**config.mk**
```make
export PLATFORM = sky130hd
export DESIGN_NAME = uart_rx_fifo_flat
export DESIGN_NICKNAME = d
export VERILOG_FILES = /design/src/rtl/uart_rx_fifo_if.sv /design/src/rtl/uart_rx_fifo.sv /design/src/flat_wrapper.sv
export SDC_FILE = /design/constraint.sdc
export NUM_CORES = 1
export LEC_CHECK = 0
export BUFFER_PORTS_ARGS = -buffer_cell sky130_fd_sc_hd__buf_2
export CAP_MARGIN = 20
export CORE_ASPECT_RATIO = 0.6
export CORE_MARGIN = 5
export CORE_UTILIZATION = 50
export DETAILED_ROUTE_END_ITERATION = 10
export PLACE_DENSITY = 0.68
export SKIP_CTS_REPAIR_TIMING = 1
export SLEW_MARGIN = 0
export SYNTH_ARGS = -nofsm -noshare
export SYNTH_HDL_FRONTEND = slang
export SYNTH_SLANG_ARGS = --single-unit
```
**constraint.sdc**
```tcl
create_clock -name clk -period 3.2 [get_ports clk]
set_input_delay 0.16 -clock clk [delete_from_list [all_inputs] [get_ports clk]]
set_output_delay 0.16 -clock clk [all_outputs]
set_load 0.01 [all_outputs]
```
**src/rtl/uart_rx_fifo_if.sv**
```systemverilog
// Bundles the receiver-side frame strobe and the consumer valid/ready port.
// Latency: none (wiring only).
// Backpressure: outReady from the consumer; the receiver side cannot be stalled.
//
// Signals:
//   rxDone/rxErr/rxOut  frame strobe, error flag and byte from the UART receiver
//   outValid/outData    head-of-FIFO byte towards the consumer
//   outReady            consumer accepts the head byte
//   count/full          occupancy status
//   overrun/errCount    sticky drop flag and saturating framing-error count
//   clearFlags          clears overrun and errCount
// Modports: master drives frames and consumes bytes; slave is the FIFO.
interface uart_rx_fifo_if #(
    parameter int DEPTH = 16,
    parameter int ERR_W = 8
);
    localparam int CNT_W = $clog2(DEPTH) + 1;

    logic             rxDone;
    logic             rxErr;
    logic [7:0]       rxOut;
    logic             outValid;
    logic [7:0]       outData;
    logic             outReady;
    logic [CNT_W-1:0] count;
    logic             full;
    logic             overrun;
    logic [ERR_W-1:0] errCount;
    logic             clearFlags;

    modport master (
        output rxDone, rxErr, rxOut, outReady, clearFlags,
        input  outValid, outData, count, full, overrun, errCount
    );

    modport slave (
        input  rxDone, rxErr, rxOut, outReady, clearFlags,
        output outValid, outData, count, full, overrun, errCount
    );
endinterface

```
**src/rtl/uart_rx_fifo.sv**
```systemverilog
// Captures each completed UART frame into a first-word-fall-through FIFO.
// Latency: a byte whose rxDone edge is sampled at edge k is on outData from cycle k+1.
// Backpressure: consumer stalls with outReady=0; good frames arriving when full are dropped and flag overrun.
//
// Ports:
//   clk    system clock, all state on posedge
//   reset  synchronous active-high reset
//   bus    uart_rx_fifo_if.slave (frame input, valid/ready output, status)
module uart_rx_fifo #(
    parameter int DEPTH = 16,
    parameter int ERR_W = 8
) (
    input  logic           clk,
    input  logic           reset,
    uart_rx_fifo_if.slave  bus
);
    localparam int ADDR_W = $clog2(DEPTH);
    localparam int CNT_W  = ADDR_W + 1;

    // ------------------------------------------------------------------
    // State
    // ------------------------------------------------------------------
    logic              rx_done_q;
    logic [ADDR_W-1:0] rd_ptr;
    logic [ADDR_W-1:0] wr_ptr;
    logic [CNT_W-1:0]  count_q;
    logic              overrun_q;
    logic [ERR_W-1:0]  err_count_q;
    logic [7:0]        mem [DEPTH];

    // ------------------------------------------------------------------
    // Event decode
    // ------------------------------------------------------------------
    logic done_edge;
    logic good_frame;
    logic bad_frame;
    logic not_empty;
    logic is_full;
    logic pop;
    logic push;
    logic drop;
    logic err_sat;

    always_comb begin
        done_edge  = bus.rxDone & ~rx_done_q;
        good_frame = done_edge & ~bus.rxErr;
        bad_frame  = done_edge &  bus.rxErr;
        not_empty  = (count_q != '0);
        is_full    = (count_q == CNT_W'(DEPTH));
        pop        = not_empty & bus.outReady;
        // A pop in the same cycle frees the slot the push needs, so a full
        // FIFO can still accept a byte while it is being read.
        push       = good_frame & (~is_full | pop);
        drop       = good_frame & is_full & ~pop;
        err_sat    = (err_count_q == {ERR_W{1'b1}});
    end

    // ------------------------------------------------------------------
    // Edge detector, pointers and occupancy
    // ------------------------------------------------------------------
    always_ff @(posedge clk) begin
        if (reset) begin
            // Load the live level so a strobe held across reset is not a frame.
            rx_done_q <= bus.rxDone;
            rd_ptr    <= '0;
            wr_ptr    <= '0;
            count_q   <= '0;
        end else begin
            rx_done_q <= bus.rxDone;
            if (push) begin
                wr_ptr <= wr_ptr + ADDR_W'(1);
            end
            if (pop) begin
                rd_ptr <= rd_ptr + ADDR_W'(1);
            end
            case ({push, pop})
                2'b10:   count_q <= count_q + CNT_W'(1);
                2'b01:   count_q <= count_q - CNT_W'(1);
                default: count_q <= count_q;
            endcase
        end
    end

    // ------------------------------------------------------------------
    // Storage: contents are meaningless while empty, so no reset.
    // ------------------------------------------------------------------
    always_ff @(posedge clk) begin
        if (push && !reset) begin
            mem[wr_ptr] <= bus.rxOut;
        end
    end

    // ------------------------------------------------------------------
    // Sticky status. A new event in the same cycle as clearFlags wins.
    // ------------------------------------------------------------------
    always_ff @(posedge clk) begin
        if (reset) begin
            overrun_q <= 1'b0;
        end else if (drop) begin
            overrun_q <= 1'b1;
        end else if (bus.clearFlags) begin
            overrun_q <= 1'b0;
        end
    end

    always_ff @(posedge clk) begin
        if (reset) begin
            err_count_q <= '0;
        end else if (bad_frame) begin
            if (bus.clearFlags) begin
                err_count_q <= ERR_W'(1);
            end else if (!err_sat) begin
                err_count_q <= err_count_q + ERR_W'(1);
            end
        end else if (bus.clearFlags) begin
            err_count_q <= '0;
        end
    end

    // ------------------------------------------------------------------
    // Outputs: registered state only, nothing combinational from outReady.
    // ------------------------------------------------------------------
    assign bus.outValid = not_empty;
    assign bus.outData  = mem[rd_ptr];
    assign bus.count    = count_q;
    assign bus.full     = is_full;
    assign bus.overrun  = overrun_q;
    assign bus.errCount = err_count_q;

endmodule

```
**src/flat_wrapper.sv**
```systemverilog
// flat-port wrapper written by rule: the top's interface ports become plain ports
module uart_rx_fifo_flat 
#(
    parameter int DEPTH = 16,
    parameter int ERR_W = 8
)
  (clk, reset, bus_rxDone, bus_rxErr, bus_rxOut, bus_outReady, bus_clearFlags, bus_outValid, bus_outData, bus_count, bus_full, bus_overrun, bus_errCount);
  uart_rx_fifo_if #(.DEPTH(DEPTH), .ERR_W(ERR_W)) bus_i ();
  input  logic clk;
  input  logic reset;
  input wire logic [$bits(bus_i.rxDone)-1:0] bus_rxDone;
  input wire logic [$bits(bus_i.rxErr)-1:0] bus_rxErr;
  input wire logic [$bits(bus_i.rxOut)-1:0] bus_rxOut;
  input wire logic [$bits(bus_i.outReady)-1:0] bus_outReady;
  input wire logic [$bits(bus_i.clearFlags)-1:0] bus_clearFlags;
  output wire logic [$bits(bus_i.outValid)-1:0] bus_outValid;
  output wire logic [$bits(bus_i.outData)-1:0] bus_outData;
  output wire logic [$bits(bus_i.count)-1:0] bus_count;
  output wire logic [$bits(bus_i.full)-1:0] bus_full;
  output wire logic [$bits(bus_i.overrun)-1:0] bus_overrun;
  output wire logic [$bits(bus_i.errCount)-1:0] bus_errCount;
  assign bus_i.rxDone = bus_rxDone;
  assign bus_i.rxErr = bus_rxErr;
  assign bus_i.rxOut = bus_rxOut;
  assign bus_i.outReady = bus_outReady;
  assign bus_i.clearFlags = bus_clearFlags;
  assign bus_outValid = bus_i.outValid;
  assign bus_outData = bus_i.outData;
  assign bus_count = bus_i.count;
  assign bus_full = bus_i.full;
  assign bus_overrun = bus_i.overrun;
  assign bus_errCount = bus_i.errCount;
  uart_rx_fifo #(.DEPTH(DEPTH), .ERR_W(ERR_W)) u_core (.clk(clk), .reset(reset), .bus(bus_i));
endmodule
```
# Word-level counts from Yosys, hierarchy flattened
# Memory sizes are Yosys's and may differ from the RTL's. A register that Yosys moved wholly into a read port is not among the register bits.
# Index checks and enable logic that the tools add are counted.
# W data, S select, Z words.
[totals] output_inout_bits=24 reg_bits=23 mem_bits_ro=0 latch_bits=0 ramBits=128 elab_cells=47 n_memories=1 input_bits=14
[memory_table] name="u_core.mem" depth=16 word_bits=8 read_ports=1 rd_ports_with_merged_regs=1 write_ports=1 line="uart_rx_fifo.sv:29" text="logic [7:0] mem [DEPTH];"
[op_classes] n_bitwise=12 mux=11 n_div=0 magnitude_cmp=0 n_mul=0 shift=0 eq_ne=5 reduce_logical=7 n_addsub=5
[op_table] cell="$mux W8" n=4
[op_table] cell="$pmux W5 S2" n=1
[op_table] cell="$add A4 B1 Y4 const B" n=2
[op_table] cell="$add A8 B1 Y8 const B" n=1
[op_table] cell="$eq A8 B8 Y1 const B" n=1
[op_table] cell="$mux W4" n=2
[op_table] cell="$and A1 B1 Y1" n=7
[op_table] cell="$reduce_bool A2 Y1" n=3
[op_table] cell="$add A5 B1 Y5 const B" n=1
[op_table] cell="$eq A5 B5 Y1 const B" n=1
[op_table] cell="$reduce_bool A5 Y1" n=1
[op_table] cell="$sub A5 B1 Y5 const B" n=1
[op_table] cell="$mux W1" n=4
[op_table] cell="$not A1 Y1" n=4
[op_table] cell="$eq A2 B1 Y1 const B" n=1
[op_table] cell="$eq A2 B2 Y1 const B" n=1
[op_table] cell="$ne A2 B2 Y1 const B" n=1
[op_table] cell="$reduce_and A2 Y1" n=1
[op_table] cell="$logic_and A1 B1 Y1" n=1
[op_table] cell="$logic_not A1 Y1" n=1
[op_table] cell="$or A1 B1 Y1" n=1

# Depth between registers and ports, before layout
[depth] word_depth=7 depth_mapped=9 ltp_nobuf=8

# Worst setup path before layout
# No wires, ideal clock.
[synth_timing] path_type="reg-to-reg" startpoint="reg u_core.count_q[1], in the netlist u_core.bus.count[1]" endpoint="reg u_core.count_q[4], in the netlist u_core.bus.count[4]" period_less_slack_ps=2325 arrival_ps=2194 path_slack_ps=875 setup_time_ps=131 path_buffers=0 required_time_ps=3069 path_stages_with_launch=9 path_cell_list="dfxtp_1 > nor4_4 > a211oi_1 > inv_1 > fa_1 > nor2b_1 > o22a_1 > mux2i_1 > a31oi_1"
[synth_via] elab_chain_cells=6 word_cells_on_any_way=12 classes_between="add/sub (2); eq/ne (3); mux (1); bitwise (4); reduce/logical (2)"
[synth_lines] element="from (decl)" line="uart_rx_fifo.sv:26" text="logic [CNT_W-1:0] count_q;"
[synth_lines] element="from (signal assigned)" line="uart_rx_fifo.sv:77" text="2'b10: count_q <= count_q + CNT_W'(1);"
[synth_lines] element="from (signal assigned)" line="uart_rx_fifo.sv:78" text="2'b01: count_q <= count_q - CNT_W'(1);"
[synth_lines] element="from (signal assigned)" line="uart_rx_fifo.sv:79" text="default: count_q <= count_q;"
[synth_lines] element="$reduce_bool A5 Y1 / $eq A5 B5 Y1 (equally long branches)" line="uart_rx_fifo.sv:48, uart_rx_fifo.sv:49"
[synth_lines] element="$and A1 B1 Y1 / $not A1 Y1 (equally long branches)" line="uart_rx_fifo.sv:50, uart_rx_fifo.sv:53"
[synth_lines] element="$or A1 B1 Y1" line="uart_rx_fifo.sv:53" text="push = good_frame & (~is_full | pop);"
[synth_lines] element="$and A1 B1 Y1" line="uart_rx_fifo.sv:53"
[synth_lines] element="$eq A2 B1 Y1 / $eq A2 B2 Y1 (equally long branches)" line="uart_rx_fifo.sv:76" text="case ({push, pop})"
[synth_lines] element="$pmux W5 S2 / $reduce_bool A2 Y1 (equally long branches)"
# Parallel ways exist; a longest one is shown, timed or not.
# A chain may end at the register's enable or synchronous reset.

==> impl_metrics.yaml <==
placed_design:
  dp_hpwl_um: 8520
  gp_congestion: 0.842
  port_buffers: 37
  pre_cts_ws_ns: 0.631
synth:
  yosysWarnings: 0
  synth-xor-area-share_pct: 1.25
  synth_area_leaders: "edfxtp_1 (61%), mux4_2 (14%), dfxtp_1 (8.6%)"
  syn-num-nets: 377
  synth_top_area_share_pct: 61.0
  synthAdderAreaFrac_pct: 2.11
  syn-mean-instance-area_um2: 17.8
  yosys.area.top_type: "edfxtp_1"
  syn-instance-count: 353
  synth_top_family_by_area: "multiplexers"
  ys_seq_area_share_pct: 69.6
  synthSimpleGateAreaFrac_pct: 6.30
  synth_area_um2: 6300
  synth_compound_area_share_pct: 2.88
  synthMuxAreaShare_pct: 16.3
  ys_types: 45
  synth_seq_cells: 155
timing:
  slew_headroom_pct: 52.6
  hold_violations: 0
  fin_hold_ws_ns: 0.0110
  fmaxAchievable_mhz: 368
  finClkSkew_ns: 0.00796
  setup_tns_ns: 0
  period_needed_ns: 2.72
  setup_ws_ns: 0.480
  rsz0062_at_grt: "false"
  post-route-period-util_pct: 85.0
  worstMarginPinSlew_ns: 0.710
  maxSlewViolCount: 0
  setup_viol: 0
power_and_ir_drop:
  power_density_nw_per_um2: 708
  p_total_mw: 5.22
  ir_drop_mv: 0.349
  leakage_nw: 2.51
worst_setup_path:
  rr_worst_depth: 8
  cp.arrival_ns: 2.56
  r2r_end: "u_core.bus.count[4]$_SDFFE_PP0P_"
  criticalPathCategory: "flip-flop to primary output"
  crit_path_start_kind: "flip-flop"
  reg2reg_from: "u_core.bus.count[0]$_SDFFE_PP0P_"
  worstPathMaxFanout: 22
  rrSetupSlack_ns: 0.59
  end_kind: "primary output"
  crit_required_ns: 3.04
global_routing:
  grt-ovfl-total: 0
  grt_pass1_vias: 3322
  antenna_found_initial: 0
  grt_max_degree: 33
  grt_util_all_layers_pct: 17.6
  grt_first_pass_wirelength_um: 19500
finish:
  fill_cells: 922
  n_antenna_cell: 0
  drive_gt1_share_pct: 32.6
  area_growth_pct: 17.0
  nets: 438
floorplanning:
  die_w_um: 155
  start_util_pct: 51.7
  die_area_um2: 15000
  io_pins: 38
  core_um2: 12200
  die_h_um: 96.9
  num_rows: 31
cts:
  clk_pin_slew_worst_paths_ns: 0.06
  clockBufferDepth: 2
  cts_root_buffer: "clkbuf_16"
  clock_latency_ns: 0.42
  clock_sinks: 155
  cts_buffers: 17
  cts_tree: "built"
  htreeDepth: 4
detailed_routing:
  viasPerCell: 5.73
  drc: 0
  wl_um: 12700
  drt-initial-drc-count: 284
  vias: 3391
  detail_route.first_pass.iterations: 5
  ant_nets: 0
  wl_per_cell_um: 21.4
flow_run:
  cap_viol_max_count: 0
outcome:
  status: "finished clean"
worst_hold_path:
  whs_endpoint: "u_core.bus.errCount[0]$_SDFFE_PP0P_"
  hp-start: "bus_clearFlags"
  holdPathStages: 3
  min_path_type: "input pin to flip-flop"
flip-flops by register name (all words and copies together) (netlist names), named ones only:
signal / cells
u_core.bus.count: 5
u_core.bus.errCount: 8
u_core.bus.overrun: 1
u_core.mem: 128
u_core.rd_ptr: 4
u_core.rx_done_q: 1
u_core.wr_ptr: 4
routing by layer:
| layer | up-vias | GRT usage (%) | share of wire, % |
|---|---|---|---|
| met1 | 1741 | 26.5 | 48 |
| met4 | 0 | 7.46 | 1.6 |
| met2 | 100 | 24.7 | 45 |
| met5 | - | 0 | 0 |
| li1 | 1530 | - | - |
| met3 | 20 | 4.06 | 5.6 |
cell usage in the layout (no fill, tap or decap), types with 7 or more instances in the layout:
cell and instances:
ha_1 9, nand2_1 9, mux4_2 40, nor2_1 31
buf_2 37, clkbuf_16 17, edfxtp_1 128, inv_1 7
mux2i_1 7, buf_4 20, dfxtp_1 26
critical path, stage by stage (launching register included):
cell and delay (ns):
dfxtp_2 0.61, buf_12 0.28, mux4_2 0.54, mux4_2 0.53, buf_2 0.17
worst max-delay path by stage:
stage                                     start  slack [ns]                                to
6_report                              flip-flop        0.48                    bus_outData[1]
5_1_grt                               flip-flop        0.34                    bus_outData[1]
4_1_cts                               flip-flop        0.42                    bus_outData[1]
3_5_place_dp   u_core.bus.count[1]$_SDFFE_PP0P_        0.63  u_core.bus.count[4]$_SDFFE_PP0P_
3_3_place_gp   u_core.bus.count[0]$_SDFFE_PP0P_        0.72  u_core.bus.count[4]$_SDFFE_PP0P_
2_1_floorplan  u_core.bus.count[1]$_SDFFE_PP0P_        0.88  u_core.bus.count[4]$_SDFFE_PP0P_
cell families (layout without fill, tap and decap cells):
logic type | count (synthesis) | in the layout
flip-flops | 155 | 155
AND/OR/NAND/NOR | 77 | 77
multiplexers | 51 | 51
AO/OA/AOI/OAI | 26 | 26
buffers and inverters | 25 | 99
adder cells (fa/ha/maj) | 10 | 10
XOR/XNOR | 9 | 9
Yosys cell counts (all sizes together):
master,instances
nand2b,6
clkbuf,8
ha,9
nand3,6
a211o,1
a21o,1
nand2,9
mux2,4
edfxtp,128
nor3b,1
xnor2,5
nand4,2
o211ai,4
and3,2
dfxtp,27
nor3,6
a21oi,6
or4,1
mux2i,7
or2,2
nand4b,1
o221ai,2
a31oi,1
o2111ai,1
a211oi,4
inv,8
or3b,1
nor2b,4
nor2,31
o311a,1
mux4,40
or3,2
and3b,1
fa,1
buf,9
xor2,4
o22a,1
nor4,2
o21ai,4
final cells by class:
cell class | count | area [um2] | share of cell area, %
timing repair buffer | 59 | 365 | 4.96
multi-input combinational | 173 | 1820 | 24.6
sequential | 155 | 4390 | 59.5
clock inverter | 15 | 143 | 1.93
clock buffer | 17 | 425 | 5.77
tap | 165 | 206 | 2.80
inverter | 8 | 30.0 | 0.407
through the flow:
step / utilization (%) / std cells / cell area, um2
after floorplan: - / 353 / 6300
after global placement: 55.8 / 559 / 6790
after detailed placement: 55.8 / 559 / 6790
after global routing: 60.5 / 592 / 7370
after CTS: 60.4 / 591 / 7360
final: 60.5 / 592 / 7370
where the power goes:
part	leakage (nW)	internal, mW	total, mW	switching [mW]
combinational	0.863	0.507	0.993	0.486
sequential	1.37	2.23	2.32	0.0922
clock	0.275	1.08	1.91	0.823
Note: power is estimated with default switching activity, not from simulation.
